--- src/rtl/uart_rx.sv ---
// UART receiver: 8 data bits LSB first, one parity bit, one stop bit.
// Ports:
//   CLK         system clock, rising edge
//   RST         asynchronous active-low reset
//   RXD         serial line, asynchronous to CLK, idles high
//   PARITY_MODE 0 = even, 1 = odd; latched when the start bit is confirmed
//   DOUT        last received byte, held until the next frame completes
//   VALID       one-cycle strobe: DOUT and error flags updated
//   PARITY_ERR  parity mismatch on the frame flagged by VALID
//   FRAME_ERR   stop bit sampled low on the frame flagged by VALID
//   BUSY        high from start-bit detection until the frame completes
module uart_rx #(
  parameter int unsigned CLK_FREQ  = 125_000_000,
  parameter int unsigned BAUD_RATE = 9600
) (
  input  logic       CLK,
  input  logic       RST,
  input  logic       RXD,
  input  logic       PARITY_MODE,
  output logic [7:0] DOUT,
  output logic       VALID,
  output logic       PARITY_ERR,
  output logic       FRAME_ERR,
  output logic       BUSY
);

  localparam int unsigned BIT_CNT  = CLK_FREQ / BAUD_RATE;
  localparam int unsigned HALF_CNT = BIT_CNT / 2;
  localparam int unsigned CNT_W    = (BIT_CNT > 1) ? $clog2(BIT_CNT) : 1;

  localparam logic [CNT_W-1:0] BIT_LAST  = CNT_W'(BIT_CNT - 1);
  localparam logic [CNT_W-1:0] HALF_LAST = CNT_W'(HALF_CNT - 1);

  typedef enum logic [2:0] {
    S_IDLE,
    S_START,
    S_DATA,
    S_PARITY,
    S_STOP,
    S_WAIT_IDLE
  } state_e;

  state_e           state_q, state_d;
  logic [CNT_W-1:0] cnt_q, cnt_d;
  logic [2:0]       bit_idx_q, bit_idx_d;
  logic [7:0]       shift_q, shift_d;
  logic             mode_q, mode_d;
  logic             perr_flag_q, perr_flag_d;
  logic [7:0]       dout_q, dout_d;
  logic             valid_q, valid_d;
  logic             perr_q, perr_d;
  logic             ferr_q, ferr_d;
  logic             busy_q, busy_d;
  logic             sync1_q, sync2_q, sync3_q;

  logic rx_s;
  logic rx_fall;

  // Two-flop synchroniser plus one delay stage for edge detection; idle-high reset
  always_ff @(posedge CLK or negedge RST) begin
    if (!RST) begin
      sync1_q <= 1'b1;
      sync2_q <= 1'b1;
      sync3_q <= 1'b1;
    end else begin
      sync1_q <= RXD;
      sync2_q <= sync1_q;
      sync3_q <= sync2_q;
    end
  end

  assign rx_s    = sync2_q;
  assign rx_fall = sync3_q & ~sync2_q;

  // State and datapath registers
  always_ff @(posedge CLK or negedge RST) begin
    if (!RST) begin
      state_q     <= S_IDLE;
      cnt_q       <= '0;
      bit_idx_q   <= '0;
      shift_q     <= '0;
      mode_q      <= 1'b0;
      perr_flag_q <= 1'b0;
      dout_q      <= '0;
      valid_q     <= 1'b0;
      perr_q      <= 1'b0;
      ferr_q      <= 1'b0;
      busy_q      <= 1'b0;
    end else begin
      state_q     <= state_d;
      cnt_q       <= cnt_d;
      bit_idx_q   <= bit_idx_d;
      shift_q     <= shift_d;
      mode_q      <= mode_d;
      perr_flag_q <= perr_flag_d;
      dout_q      <= dout_d;
      valid_q     <= valid_d;
      perr_q      <= perr_d;
      ferr_q      <= ferr_d;
      busy_q      <= busy_d;
    end
  end

  // Next-state and output logic; counter restarts at every sample point
  always_comb begin
    state_d     = state_q;
    cnt_d       = cnt_q + CNT_W'(1);
    bit_idx_d   = bit_idx_q;
    shift_d     = shift_q;
    mode_d      = mode_q;
    perr_flag_d = perr_flag_q;
    dout_d      = dout_q;
    valid_d     = 1'b0;
    perr_d      = perr_q;
    ferr_d      = ferr_q;
    busy_d      = busy_q;

    case (state_q)
      S_IDLE: begin
        cnt_d = '0;
        if (rx_fall) begin
          state_d = S_START;
          busy_d  = 1'b1;
        end
      end
      S_START: begin
        // Re-check mid start bit so short glitches are rejected
        if (cnt_q == HALF_LAST) begin
          cnt_d = '0;
          if (!rx_s) begin
            mode_d    = PARITY_MODE;
            bit_idx_d = '0;
            state_d   = S_DATA;
          end else begin
            state_d = S_IDLE;
            busy_d  = 1'b0;
          end
        end
      end
      S_DATA: begin
        if (cnt_q == BIT_LAST) begin
          cnt_d     = '0;
          shift_d   = {rx_s, shift_q[7:1]};
          bit_idx_d = bit_idx_q + 3'd1;
          if (bit_idx_q == 3'd7) begin
            state_d = S_PARITY;
          end
        end
      end
      S_PARITY: begin
        if (cnt_q == BIT_LAST) begin
          cnt_d       = '0;
          perr_flag_d = rx_s ^ (^shift_q) ^ mode_q;
          state_d     = S_STOP;
        end
      end
      S_STOP: begin
        // Registered outputs land one cycle after the stop sample
        if (cnt_q == BIT_LAST) begin
          cnt_d   = '0;
          dout_d  = shift_q;
          perr_d  = perr_flag_q;
          ferr_d  = ~rx_s;
          valid_d = 1'b1;
          if (rx_s) begin
            state_d = S_IDLE;
            busy_d  = 1'b0;
          end else begin
            state_d = S_WAIT_IDLE;
          end
        end
      end
      S_WAIT_IDLE: begin
        // Keeps a break condition from looking like a new start bit
        cnt_d = '0;
        if (rx_s) begin
          state_d = S_IDLE;
          busy_d  = 1'b0;
        end
      end
      default: begin
        state_d = S_IDLE;
        busy_d  = 1'b0;
      end
    endcase
  end

  assign DOUT       = dout_q;
  assign VALID      = valid_q;
  assign PARITY_ERR = perr_q;
  assign FRAME_ERR  = ferr_q;
  assign BUSY       = busy_q;

endmodule

--- config.mk ---
export PLATFORM = sky130hd
export DESIGN_NAME = uart_rx
export DESIGN_NICKNAME = d
export VERILOG_FILES = /design/src/rtl/uart_rx.sv
export SDC_FILE = /design/constraint.sdc
export NUM_CORES = 1
export LEC_CHECK = 0
export BUFFER_PORTS_ARGS = -buffer_cell sky130_fd_sc_hd__buf_2
export CAP_MARGIN = 20
export CORE_MARGIN = 2
export CORE_UTILIZATION = 30
export CTS_CLUSTER_DIAMETER = 50
export CTS_CLUSTER_SIZE = 14
export DETAILED_ROUTE_END_ITERATION = 6
export SYNTH_ARGS = -nofsm -noshare
export SYNTH_HDL_FRONTEND = slang
export SYNTH_SLANG_ARGS = --single-unit
export TNS_END_PERCENT = 20
--- constraint.sdc ---
create_clock -name CLK -period 2.4 [get_ports CLK]
set_input_delay 0.6 -clock CLK [delete_from_list [all_inputs] [get_ports CLK]]
set_output_delay 0.6 -clock CLK [all_outputs]
set_load 0.02 [all_outputs]
==> metrics.txt <==
M1 GR Usage 0.132; Max Cap Viol 0; vias in the first global route roughly 1300; CP required 2.58 ns; total CTS buffers 5; core area ~0.0068 mm²; clock insertion delay at the later pin of the skew report approximately 0.3 ns; Final Hold Viols 0; Syn Nets 205; leakage power 1.14 nW; number of synthesized flops with an enable pin 0; Pre-Repair DR Iteration Count 4; vias after detailed routing 1437; WS Path Type flip-flop to flip-flop; most frequent cell after synthesis dfrtp_1; post-synth top area share 0.504; Area contributors post-synth dfrtp_1 (50%), xnor2_1 (6.7%), nand2_1 (5.9%); PD cells 751 mW/mm²; Yosys cell types 36; Slew Limit Fails 0; top post-synthesis cells by count dfrtp_1 (42), nand2_1 (33), nor2_1 (23); ANT nets after route 0; worst hold slack 0.197 ns; Mapped Avg Cell Area roughly 11 µm²; Cells after Synth 197; status completed; period utilization 0.928; DIE WIDTH 87.4 µm; r2r setup slk ~0.17 ns; maximum level of the CTS H-tree 2; Fin Setup TNS 0 ns; routability cong. 0.758; post-layout util 0.354; sequential element share of the synthesized area 0.541; Finish-stage setup viols 0; area leader, netlist dfrtp_1; Relative slew margins 0.747; Initial Util 0.309; HP Class input pin to async pin; met2 usage in global routing 0.167; IO Port Bufs 15; r2r worst-path depth 7; Setup Skew about 0.0073 ns; worst reg2reg path endpoint state_q[1]$_DFFE_PN0P_; GRT Max-Usage Layer met2; Root Buffer Master clkbuf_8; Vias/cell about 4.8; RSZ-0062 raised after global routing false; clock-pin slew on the worst setup and hold paths 0.09 ns; Worst setup SP type flip-flop; dpl hpwl 2560 µm; Avg WL per Cell approximately 12 µm; total grt overflow 0; maximum clock insertion buffer count 2; CP Max Fanout 4; r2r startpoint cnt_q[1]$_DFF_PN0_; CTS tree done; max frequency 0.449 GHz; Worst EP arrival ~2.4 ns; Rows 30; first-pass GRT wire length roughly 6300 µm; synthesized flop and latch total 45; cts-stage hold buffer count 0; CP endpoint kind flip-flop; Setup Fix Bufs, Post-CTS 0; GRT Util Overall 0.103; CTS resizes 0; ANT cells 0; IO Pins 16; die height 87.4 µm; met3 Usage GRT 0.0237; Layout Nets 227; die footprint 0.00764 mm²; initial DRC count 98; fin crit period between 2 and 2.5 ns; fill count between 600 and 700; CTS Sinks 45; Most used DFF post-synth dfrtp_1; Area Growth Syn to Fin 14.6%; maximum VDD drop 0.000442 V; initial antenna violation count 0; worst slew pin tran around 0.37 ns; yosys warns 0; largest net degree at the start of global routing 31; WL final roughly 3600 µm; Synth async-reset ratio 1.00; layout cells sized above 1 0.200; DRC Markers 0; Post-Syn Area about 0.0021 mm²
[cell families after synthesis]
| family | share of synthesized area |
|---|---|
| simple gates | 0.201 |
| flops | 0.541 |
| xor+xnor | 0.0839 |
| compound gates | 0.0558 |
| mux | 0.0701 |
| buf+inv | 0.0234 |
| fa+ha+maj | 0.0240 |
[how the worst max path moves through the flow]
stage                                   from                endpoint  slack, ns
after CTS                 cnt_q[1]$_DFF_PN0_  state_q[1]$_DFFE_PN0P_       0.15
after global routing      cnt_q[1]$_DFF_PN0_  state_q[1]$_DFFE_PN0P_       0.01
after detailed placement  cnt_q[1]$_DFF_PN0_  state_q[1]$_DFFE_PN0P_       0.17
final                     cnt_q[1]$_DFF_PN0_  state_q[1]$_DFFE_PN0P_       0.17
after global placement    cnt_q[1]$_DFF_PN0_  state_q[1]$_DFFE_PN0P_       0.21
after floorplan           cnt_q[1]$_DFF_PN0_  state_q[1]$_DFFE_PN0P_       0.29
[area by class of cell]
type,count,area (µm²),area share
multi-input cells,140,908,0.380
repair buffers,21,120,0.0502
clock inverters,2,38.8,0.0162
well taps,80,100,0.0418
flip-flops and latches,45,1130,0.472
inverters,6,22.5,0.00941
clock buffers,6,72.6,0.0303
[worst max-delay path, stage by stage (launching register included)]
cell and delay [ns]:
dfrtp_1 0.41, inv_1 0.06, ha_1 0.12, or4b_1 0.44
nor4_2 0.30, o32ai_1 0.14, a221o_1 0.31, mux2_1 0.32
[power by group]
group | total [mW] | leakage (nW) | switching (mW) | internal (mW)
sequential | 0.878 | 0.608 | 0.0655 | 0.813
combinational | 0.352 | 0.476 | 0.212 | 0.141
clock | 0.566 | 0.0554 | 0.253 | 0.313
total | 1.80 | 1.14 | 0.530 | 1.27
[layer usage]
metal	vias up	share of wire	wire length, µm
met5	-	0	0
met4	0	0.018	66
met1	705	0.47	1690
met3	6	0.028	101
met2	20	0.48	1710
li1	706	-	-
[sequential cells by signal, indices dropped and copies added, names as in the netlist, 3 cells and up]
| register | cells |
|---|---|
| bit_idx_q | 3 |
| cnt_q | 14 |
| DOUT | 8 |
| shift_q | 8 |
| state_q | 3 |
[per-stage QoR]
step | power (mW) | instances | instance area [µm²] | worst slack [ns]
finish | 1.80 | 300 | 2390 | 0.173
global route | 1.90 | 300 | 2390 | 0.00952
CTS | 1.82 | 300 | 2390 | 0.148
detailed placement | 1.24 | 292 | 2280 | 0.167
global placement | 1.25 | 292 | 2280 | 0.210
floorplan | 1.14 | 197 | 2090 | 0.289
[cell usage in the layout, fill, tap and decap left out, types with 2 or more instances in the layout]
master,instances
dfrtp_1,42
nand2_1,33
nor2_1,23
xnor2_1,16
buf_2,15
mux2_2,11
inv_1,6
nand3_1,6
buf_4,6
a21oi_1,5
clkbuf_8,5
nand4_1,4
o21ai_0,4
xor2_1,4
ha_1,4
nand2b_1,3
and3_1,3
dfstp_2,3
or3_1,2
nor3_1,2
mux2_1,2
a22o_1,2
a31oi_1,2
(Power assumes the default switching activity.)
